<file path="src/rtl/pipeline_hazard_ctrl.sv">
// pipeline_hazard_ctrl
// Hazard sequencer for the IF/ID and ID/EX pipeline registers of the 5-stage CPU.
//   - Load-use hazard: holds PC and IF/ID and sends bubbles into ID/EX for LOAD_STALL cycles.
//   - Taken jump resolved in EX: flushes IF/ID and bubbles ID/EX for FLUSH_LEN cycles.
//   - mem_busy: freezes PC, IF/ID and ID/EX. State, remaining count and counters do not move.
//   - EX operand forwarding selects (00 regfile, 01 MEM, 10 WB). MEM has priority over WB.
//   - Saturating counters of inserted bubbles and flush cycles.
// Ports
//   clk, rst_n                      clock, asynchronous active-low reset
//   id_rs1, id_rs2, id_uses_rs2     source operands of the instruction in ID
//   ex_rs1, ex_rs2                  source operands of the instruction in EX
//   ex_write_reg, ex_reg_wrenable,
//   ex_mem_to_reg, ex_is_jump       destination and type of the instruction in EX
//   mem_write_reg, mem_reg_wrenable destination of the instruction in MEM
//   wb_write_reg, wb_reg_wrenable   destination of the instruction in WB
//   mem_busy                        data memory not ready
//   pc_hold, ifid_hold, ifid_flush,
//   idex_hold, idex_bubble          pipeline register controls (combinational, same cycle)
//   fwd_a, fwd_b                    EX operand selects
//   stall_cnt, flush_cnt            saturating performance counters
//   dbg_state, dbg_rem              FSM state (0 RUN, 1 STALL, 2 FLUSH) and remaining cycles
// There is no valid/ready handshake: every input is sampled each cycle as a level, and every
// control output applies to the cycle in which it is asserted.
module pipeline_hazard_ctrl #(
  parameter int REG_W      = 5,
  parameter int LOAD_STALL = 1,
  parameter int FLUSH_LEN  = 1,
  parameter int CNT_W      = 16
) (
  input  logic             clk,
  input  logic             rst_n,
  input  logic [REG_W-1:0] id_rs1,
  input  logic [REG_W-1:0] id_rs2,
  input  logic             id_uses_rs2,
  input  logic [REG_W-1:0] ex_rs1,
  input  logic [REG_W-1:0] ex_rs2,
  input  logic [REG_W-1:0] ex_write_reg,
  input  logic             ex_reg_wrenable,
  input  logic             ex_mem_to_reg,
  input  logic             ex_is_jump,
  input  logic [REG_W-1:0] mem_write_reg,
  input  logic             mem_reg_wrenable,
  input  logic [REG_W-1:0] wb_write_reg,
  input  logic             wb_reg_wrenable,
  input  logic             mem_busy,
  output logic             pc_hold,
  output logic             ifid_hold,
  output logic             ifid_flush,
  output logic             idex_hold,
  output logic             idex_bubble,
  output logic [1:0]       fwd_a,
  output logic [1:0]       fwd_b,
  output logic [CNT_W-1:0] stall_cnt,
  output logic [CNT_W-1:0] flush_cnt,
  output logic [1:0]       dbg_state,
  output logic [7:0]       dbg_rem
);

  localparam int REM_W = 8;

  typedef enum logic [1:0] {
    ST_RUN   = 2'd0,
    ST_STALL = 2'd1,
    ST_FLUSH = 2'd2
  } state_t;

  state_t             state_q, state_d;
  logic [REM_W-1:0]   rem_q, rem_d;
  logic [CNT_W-1:0]   stall_cnt_q, stall_cnt_d;
  logic [CNT_W-1:0]   flush_cnt_q, flush_cnt_d;

  logic               lu_haz;
  logic               pc_hold_c, ifid_hold_c, ifid_flush_c, idex_hold_c, idex_bubble_c;
  logic [1:0]         fwd_a_c, fwd_b_c;

  // Register 0 is hard-wired to zero, so a write to it never creates a dependency.
  function automatic logic [1:0] fwd_sel(
    input logic [REG_W-1:0] src,
    input logic [REG_W-1:0] mem_rd,
    input logic             mem_we,
    input logic [REG_W-1:0] wb_rd,
    input logic             wb_we
  );
    logic [1:0] sel;
    sel = 2'b00;
    if (src != '0) begin
      if (mem_we && (mem_rd == src)) begin
        sel = 2'b01;
      end else if (wb_we && (wb_rd == src)) begin
        sel = 2'b10;
      end
    end
    return sel;
  endfunction

  always_comb begin
    lu_haz = ex_reg_wrenable & ex_mem_to_reg & (ex_write_reg != '0) &
             ((ex_write_reg == id_rs1) | (id_uses_rs2 & (ex_write_reg == id_rs2)));

    fwd_a_c = fwd_sel(ex_rs1, mem_write_reg, mem_reg_wrenable, wb_write_reg, wb_reg_wrenable);
    fwd_b_c = fwd_sel(ex_rs2, mem_write_reg, mem_reg_wrenable, wb_write_reg, wb_reg_wrenable);

    pc_hold_c     = 1'b0;
    ifid_hold_c   = 1'b0;
    ifid_flush_c  = 1'b0;
    idex_hold_c   = 1'b0;
    idex_bubble_c = 1'b0;
    state_d       = state_q;
    rem_d         = rem_q;

    if (mem_busy) begin
      // Full freeze. A jump still sitting in EX is acted on once busy drops.
      pc_hold_c   = 1'b1;
      ifid_hold_c = 1'b1;
      idex_hold_c = 1'b1;
    end else if (ex_is_jump) begin
      // PC is left free so the jump target loads this cycle.
      ifid_flush_c  = 1'b1;
      idex_bubble_c = 1'b1;
      if (FLUSH_LEN > 1) begin
        state_d = ST_FLUSH;
        rem_d   = REM_W'(FLUSH_LEN - 1);
      end else begin
        state_d = ST_RUN;
        rem_d   = '0;
      end
    end else begin
      case (state_q)
        ST_STALL: begin
          pc_hold_c     = 1'b1;
          ifid_hold_c   = 1'b1;
          idex_bubble_c = 1'b1;
          if (rem_q <= REM_W'(1)) begin
            state_d = ST_RUN;
            rem_d   = '0;
          end else begin
            rem_d = rem_q - REM_W'(1);
          end
        end
        ST_FLUSH: begin
          ifid_flush_c  = 1'b1;
          idex_bubble_c = 1'b1;
          if (rem_q <= REM_W'(1)) begin
            state_d = ST_RUN;
            rem_d   = '0;
          end else begin
            rem_d = rem_q - REM_W'(1);
          end
        end
        default: begin
          if (lu_haz) begin
            pc_hold_c     = 1'b1;
            ifid_hold_c   = 1'b1;
            idex_bubble_c = 1'b1;
            if (LOAD_STALL > 1) begin
              state_d = ST_STALL;
              rem_d   = REM_W'(LOAD_STALL - 1);
            end
          end
        end
      endcase
    end

    // Bubbles that coincide with a flush are charged to the flush counter only.
    stall_cnt_d = stall_cnt_q;
    if (idex_bubble_c && !ifid_flush_c && !mem_busy && !(&stall_cnt_q)) begin
      stall_cnt_d = stall_cnt_q + CNT_W'(1);
    end
    flush_cnt_d = flush_cnt_q;
    if (ifid_flush_c && !(&flush_cnt_q)) begin
      flush_cnt_d = flush_cnt_q + CNT_W'(1);
    end
  end

  always_ff @(posedge clk or negedge rst_n) begin
    if (!rst_n) begin
      state_q     <= ST_RUN;
      rem_q       <= '0;
      stall_cnt_q <= '0;
      flush_cnt_q <= '0;
    end else begin
      state_q     <= state_d;
      rem_q       <= rem_d;
      stall_cnt_q <= stall_cnt_d;
      flush_cnt_q <= flush_cnt_d;
    end
  end

  // The combinational controls are masked while reset is asserted so that nothing downstream
  // sees a hold, flush or forward select before the pipeline is released.
  assign pc_hold     = rst_n & pc_hold_c;
  assign ifid_hold   = rst_n & ifid_hold_c;
  assign ifid_flush  = rst_n & ifid_flush_c;
  assign idex_hold   = rst_n & idex_hold_c;
  assign idex_bubble = rst_n & idex_bubble_c;
  assign fwd_a       = rst_n ? fwd_a_c : 2'b00;
  assign fwd_b       = rst_n ? fwd_b_c : 2'b00;
  assign stall_cnt   = stall_cnt_q;
  assign flush_cnt   = flush_cnt_q;
  assign dbg_state   = state_q;
  assign dbg_rem     = rem_q;

endmodule
</file>
<file path="config.mk">
export PLATFORM = sky130hd
export DESIGN_NAME = pipeline_hazard_ctrl
export DESIGN_NICKNAME = d
export VERILOG_FILES = /design/src/rtl/pipeline_hazard_ctrl.sv
export SDC_FILE = /design/constraint.sdc
export NUM_CORES = 1
export LEC_CHECK = 0
export CAP_MARGIN = 20
export CORE_MARGIN = 2
export CORE_UTILIZATION = 40
export DETAILED_ROUTE_END_ITERATION = 10
export GPL_ROUTABILITY_DRIVEN = 0
export MAX_ROUTING_LAYER = met4
export PLACE_DENSITY = 0.82
export SYNTH_ARGS = -nofsm -noshare
export SYNTH_HDL_FRONTEND = slang
export SYNTH_SLANG_ARGS = --single-unit
</file>
<file path="constraint.sdc">
create_clock -name clk -period 9.5 [get_ports clk]
set_input_delay 2.85 -clock clk [delete_from_list [all_inputs] [get_ports clk]]
set_output_delay 2.85 -clock clk [all_outputs]
set_load 0.005 [all_outputs]
</file>
==> results of run 1 <==
==> layout by cell type, fill, tap and decap left out, types with 10 or more instances in the layout <==
cell type | Yosys | final
nor2_1 | 12 | 12
and3_1 | 11 | 11
and2_1 | 10 | 10
clkdlybuf4s50_1 | 0 | 91
nand3_1 | 14 | 14
xnor2_1 | 43 | 43
xor2_1 | 12 | 12
nand4_1 | 17 | 17
dfrtp_1 | 40 | 40
nand2_1 | 10 | 10
==> how the worst max path moves through the flow <==
stage	start	endpoint
after detailed placement	ex_write_reg[1]	idex_bubble
final	ex_write_reg[1]	pc_hold
after floorplan	ex_write_reg[1]	pc_hold
after global routing	ex_write_reg[1]	idex_bubble
after global placement	ex_write_reg[1]	pc_hold
after CTS	ex_write_reg[1]	idex_bubble
==> area by class of cell <==
type | instances | area, sq um
Sequential cell | 40 | 1000
Tap cell | 72 | 90.1
Clock inverter | 3 | 46.3
Timing Repair Buffer | 94 | 931
Clock buffer | 5 | 68.8
Fill cell | 482 | 2130
Multi-Input combinational cell | 176 | 1280
Inverter | 7 | 26.3
==> power by group through the flow <==
stage / clock network [mW] / registers, mW / logic (mW)
after floorplan: 0 / 0.204 / 0.0385
after global routing: 0.152 / 0.206 / 0.113
final: 0.142 / 0.203 / 0.101
after global placement: 0 / 0.206 / 0.0996
after detailed placement: 0 / 0.207 / 0.102
after CTS: 0.145 / 0.203 / 0.103
==> worst max-delay path, cell delays in order <==
cell,delay (ps)
clkdlybuf4s50_1,470
or4_4,580
o211ai_4,280
inv_1,100
a41o_1,260
clkdlybuf4s50_1,440
==> state kept, by name, indices dropped and copies added (netlist names) <==
name       count
flush_cnt     16
stall_cnt     16
dbg_rem        8
==> stage by stage <==
step / utilization / worst slack, ps / hold slack, ps / total power [mW] / std cells
6_report: 0.618 / 1670 / 489 / 0.446 / 397
5_1_grt: 0.618 / 1580 / 510 / 0.471 / 397
4_1_cts: 0.618 / 1660 / 494 / 0.451 / 397
3_5_place_dp: 0.597 / 1660 / 474 / 0.309 / 389
3_3_place_gp: 0.597 / 1690 / 471 / 0.306 / 389
2_1_floorplan: - / 2560 / 478 / 0.243 / 227
==> cells in the mapped netlist <==
master | instances | area share
nand3b_1 | 1 | 0.0032
a221oi_1 | 1 | 0.0038
buf_4 | 4 | 0.013
nand2_1 | 10 | 0.016
or3_1 | 1 | 0.0027
nand3_1 | 14 | 0.030
a21oi_1 | 6 | 0.013
a21oi_2 | 1 | 0.0038
mux2_4 | 1 | 0.0064
nor4_4 | 2 | 0.018
and3b_1 | 2 | 0.0075
conb_1 | 1 | 0.0016
o22ai_2 | 1 | 0.0054
inv_1 | 7 | 0.011
o211ai_4 | 1 | 0.0091
or4_4 | 1 | 0.0048
xor2_1 | 12 | 0.045
or2_2 | 1 | 0.0027
nor3_2 | 1 | 0.0043
dfrtp_1 | 40 | 0.43
a41o_1 | 1 | 0.0043
and3_1 | 11 | 0.029
mux2_2 | 1 | 0.0048
and4_1 | 2 | 0.0075
nor3_1 | 2 | 0.0043
xnor2_1 | 43 | 0.16
nand4_1 | 17 | 0.046
and2_1 | 10 | 0.027
a211oi_1 | 1 | 0.0032
ha_1 | 2 | 0.011
nand2b_1 | 1 | 0.0027
nor3b_1 | 1 | 0.0032
and2b_1 | 2 | 0.0064
o221ai_1 | 1 | 0.0038
nor2_1 | 12 | 0.019
nand4b_1 | 3 | 0.011
o21a_1 | 1 | 0.0032
nand2_4 | 1 | 0.0048
or4_1 | 2 | 0.0064
nor4_1 | 4 | 0.011
==> cell families (layout without fill, tap and decap cells) <==
family / count (synthesis) / count (layout) / synth area share
AOI/OAI and AO/OA: 14 / 14 / 0.0493
xor gates and xnor gates: 55 / 55 / 0.206
adders and majority gates: 2 / 2 / 0.0107
buffers and inverters: 11 / 109 / 0.0241
DFF: 40 / 40 / 0.429
muxes: 2 / 2 / 0.0113
other: 1 / 2 / 0.00161
and+or+nand+nor: 101 / 101 / 0.268
==> per-layer routing <==
metal | vias up | global-route usage
met3 | 5 | 0.0472
met2 | 68 | 0.292
li1 | 993 | -
met1 | 968 | 0.220
met5 | - | -
met4 | 0 | 0.0407
==> PnR_summary.wiki, run 1 <==
{| class="wikitable"
! Metric !! Value
|-
| Run status || finished clean
|-
| Placed instance area || ~3300 sq um
|-
| Post-route met1 wirelength || 2310 microns
|-
| Post-route design area || 3440 sq um
|-
| Starting utilization of the core area || 0.419
|-
| Clock transition at the registers of the reported paths || around 80 ps
|-
| Transition at the pin with the smallest max-transition slack || roughly 570 ps
|-
| # Max-Cap Violations || 0
|-
| Peak clock frequency supported by timing || 0.128 GHz
|-
| Vias after detailed routing || approximately 2000
|-
| Worst hold path class || reg2reg
|-
| Die Ht || a little over 80 microns
|-
| Internal || 0.327 mW
|-
| Sw Pwr || 0.119 mW
|-
| Crit path kind || in2out
|-
| # diodes || 0
|-
| Setup Buffers After CTS || 0
|-
| GRT Total Usage || 0.177
|-
| Hold Violations, Final || 0
|-
| Final setup violation count || 0
|-
| Post-route ant nets || 0
|-
| Relative contribution of combinational cells to total power || 0.227
|-
| Number of warnings printed during yosys synthesis || 0
|-
| Layout cells sized above 1 || 0.0677
|-
| Critical path launch point type || input port
|-
| Pin count of the biggest net entering global routing || 29
|-
| Clock buffers created by TritonCTS || 5
|-
| Power density cells || 130 nW/um^2
|-
| Worst slew margin relative to its limit || 0.616
|-
| TNS Setup || 0 ps
|-
| Setup repair after global routing missed its margin || false
|-
| Number of global-route vias before repair || 1874
|-
| Setup slack on the worst flop-to-flop path || between 7000 and 8000 ps
|-
| Met3 routed wirelength || 339 microns
|-
| Wire length of the first global-routing pass || 8710 microns
|-
| Total half-perimeter wirelength after legalization and detailed placement || 4470 microns
|-
| Met2 wire len || roughly 2800 microns
|-
| Switching portion of total power || 0.268
|-
| Count of cells along the worst hold path || 1
|-
| Ports placed on the boundary || 95
|-
| Violation count after the first detailed-route iteration || 92
|-
| Hold Startpoint || dbg_rem[4]
|-
| Share of power burned in the clock network || 0.318
|-
| Seq/Total Area, Yosys || 0.429
|-
| Clock root cell || clkbuf_8
|-
| Terminus of the critical flop-to-flop path || stall_cnt[1]
|-
| Crit path time final || about 7800 ps
|-
| Worst hold endpoint || dbg_rem[4]
|-
| DRT Pass-1 Iters || 4
|-
| Width of the chip || 80.4 microns
|-
| Fin. max-slew vios || 0
|-
| Worst VDD drop || 0.113 mV
|-
| Count of hold-fix buffers inserted at cts || 0
|-
| Highest metal layer used by the detailed router || met4
|-
| Aggregate routed wire length || 5470 microns
|-
| Post-Synthesis Mean Instance Area || just over 10 sq um
|-
| Final cycle utilization of the critical path || 0.825
|-
| Area growth from synthesis to final layout || 47.5%
|-
| Synthesized instance count || 226
|-
| Cell leakage power || roughly 1.4 nW
|-
| Remaining global-route overflow || 0
|-
| Data arrival time of the critical path || 4980 ps
|-
| Count of unique library cells instantiated by Yosys || 40
|-
| Worst reg2reg path depth || 6
|-
| Cell area after synthesis || between 2000 and 2500 sq um
|-
| Area of the die || 6460 sq um
|-
| Number of design rule violations left after detail routing || 0
|-
| Antenna violations before repair || 0
|-
| Max Clock Skew || 7.59 ps
|-
| Std-Cell Rows || 27
|-
| Worst R2R Start || stall_cnt[0]
|-
| Clock insertion delay at the later pin of the skew report || ~300 ps
|-
| Clk sinks || 40
|-
| Via-to-Cell Ratio || 5.12
|-
| Level count of the clock H-tree || 2
|-
| CTS tree || done
|-
| Total of buffers placed on input and output ports || 92
|-
| Nature of the critical path endpoint || primary output
|-
| Final routed wire length divided by cell count || about 14 microns
|-
| Fraction of power consumed by sequential logic || 0.455
|-
| CP max FO || 5
|-
| Gates resized, CTS repair || 0
|-
| Post-synthesis register bit count || 40
|-
| Max Root-Sink Buffers || 2
|-
| Required time reported for the critical path endpoint || 6650 ps
|-
| Std-Cell Core Area || 5570 sq um
|-
| Number of nets in the layout || 370
|}
Power figures use the tool's default switching activity.
==> run 2: changes to the inputs <==
==> constraint.sdc (replaced) <==
create_clock -name clk -period 8.16 [get_ports clk]
set_input_delay 2.448 -clock clk [delete_from_list [all_inputs] [get_ports clk]]
set_output_delay 2.448 -clock clk [all_outputs]
set_load 0.005 [all_outputs]
==> PnR_summary.wiki, run 2 (synthesis gave the netlist of run 1 again) <==
{| class="wikitable"
! Metric !! Value
|-
| Critical path launch point type || input port
|-
| Clock buffers created by TritonCTS || 5
|-
| Run status || finished clean
|-
| Level count of the clock H-tree || 2
|-
| Clock root cell || clkbuf_8
|-
| Total half-perimeter wirelength after legalization and detailed placement || around 4500 microns
|-
| Crit path cell chain || clkdlybuf4s50_1 > or4_4 > o211ai_4 > inv_1 > a41o_1 > clkdlybuf4s50_1
|-
| Commonest non-fill, non-tap cell in the layout || clkdlybuf4s50_1
|-
| Ports placed on the boundary || 95
|-
| Count of hold-fix buffers inserted at cts || 0
|-
| Data arrival time of the critical path || between 4000 and 5000 ps
|-
| # diodes || 0
|-
| Filler cells || 494
|-
| TNS Setup || 0 ps
|-
| Number of global-route vias before repair || roughly 2000
|-
| Layout cells sized above 1 || 0.0677
|-
| Sequential Area || 1000 sq um
|-
| Cell leakage power || 1.41 nW
|-
| Transition at the pin with the smallest max-transition slack || ~570 ps
|-
| Max Root-Sink Buffers || 2
|-
| Number of nets in the layout || between 300 and 400
|-
| Worst path max stage delay || 570 ps
|-
| Clock insertion delay at the later pin of the skew report || 300 ps
|-
| Final routed wire length divided by cell count || 14.1 microns
|-
| Post-route ant nets || 0
|-
| Setup Buffers After CTS || 0
|-
| Nature of the critical path endpoint || primary output
|-
| Area of the die || around 6500 sq um
|-
| # Max-Cap Violations || 0
|-
| Fin. max-slew vios || 0
|-
| DRT Pass-1 Iters || 4
|-
| Violation count after the first detailed-route iteration || 95
|-
| Final cycle utilization of the critical path || 0.862
|-
| Worst slew margin relative to its limit || 0.615
|-
| Final setup violation count || 0
|-
| Worst VDD drop || 0.104 mV
|-
| Total of buffers placed on input and output ports || 92
|-
| Aggregate routed wire length || ~5600 microns
|-
| Remaining global-route overflow || 0
|-
| Combined area of the multi-input logic cells || about 1300 sq um
|-
| CP max FO || 5
|-
| Hold Violations, Final || 0
|-
| Required time reported for the critical path endpoint || ~5700 ps
|-
| CP max-delay cell || or4_4
|-
| Most common cell on crit path || clkdlybuf4s50_1
|-
| Antenna violations before repair || 0
|-
| Clk sinks || 40
|-
| Starting utilization of the core area || 0.419
|-
| Clock transition at the registers of the reported paths || approximately 80 ps
|-
| Pin count of the biggest net entering global routing || 47
|-
| Std-Cell Core Area || between 5000 and 6000 sq um
|-
| Std-Cell Rows || 27
|-
| Peak clock frequency supported by timing || 0.142 GHz
|-
| Via-to-Cell Ratio || about 5.2
|-
| Highest-count cells in the layout ignoring fill and taps || clkdlybuf4s50_1, xnor2_1, dfrtp_1
|-
| Buf+Inv Stages, Crit Path || 3
|-
| Crit path kind || in2out
|-
| Vias after detailed routing || between 2000 and 2500
|-
| Die Ht || a little over 80 microns
|-
| Final design utilization || 0.615
|-
| Power density cells || 145 nW/um^2
|-
| Kind of cell adding the most delay to the critical path || buffers and inverters
|-
| Gates resized, CTS repair || 0
|-
| CTS tree || done
|-
| Crit path time final || 7030 ps
|-
| Worst hold path class || reg2reg
|-
| Width of the chip || 80.4 microns
|-
| Area growth from synthesis to final layout || 46.8%
|-
| GRT Total Usage || 0.189
|-
| Setup repair after global routing missed its margin || false
|-
| Number of design rule violations left after detail routing || 0
|-
| Max Clock Skew || between 4 and 5 ps
|-
| Wire length of the first global-routing pass || 9230 microns
|}
run 2: cell type report:
| type | count | share of cell area |
|---|---|---|
| multi-input combinational | 176 | 0.374 |
| tap | 72 | 0.0263 |
| inverter | 7 | 0.00767 |
| clock inverter | 2 | 0.00438 |
| clock buffer | 6 | 0.0241 |
| sequential | 40 | 0.292 |
| timing repair buffer | 94 | 0.272 |
run 2: power by group:
part,total (mW),switching (mW),internal [mW]
combinational,0.119,0.0445,0.0744
clock,0.139,0.0706,0.0684
sequential,0.238,0.0234,0.214
total,0.496,0.138,0.357
run 2: routing by layer:
layer  GRT usage  routed length (microns)  vias up  share of wire
met4      0.0678                       82        0          0.015
met5           -                        0        -              0
met2       0.318                     2860       73           0.51
met1       0.222                     2340      982           0.42
li1            -                        -      990              -
met3      0.0427                      308       10          0.055
run 2: path summary, 6_finish.rpt:
| check | start | slack, ps | end | depth (start not counted) |
|---|---|---|---|---|
| setup / recovery | ex_write_reg[1] | 1130 | pc_hold | 6 |
| hold / removal | dbg_rem[3] | 490 | dbg_rem[3] | 1 |
| setup reg to reg | stall_cnt[0] | 6240 | stall_cnt[1] | 6 |
| hold reg to reg | dbg_rem[3] | 490 | dbg_rem[3] | 1 |
| max in group asynchronous | rst_n | 5530 | stall_cnt[7] | 2 |
| min in group asynchronous | rst_n | 2270 | flush_cnt[2] | 2 |
run 2: stage by stage:
stage	area, sq um	power [mW]	cells	setup slack, ps	hold WS (ps)
CTS	3430	0.502	397	1110	493
detailed placement	3330	0.361	389	1120	473
global route	3430	0.526	397	1060	523
global placement	3330	0.356	389	1150	472
floorplan	2340	0.283	227	2020	478
finish	3430	0.496	397	1130	487
run 2: worst register-to-register path, cell delays in order (launching register included):
cell,delay (ps)
dfrtp_1,440
ha_1,270
nand3_1,170
nor4_4,70
nor4_4,440
nand2_4,110
mux2_4,320
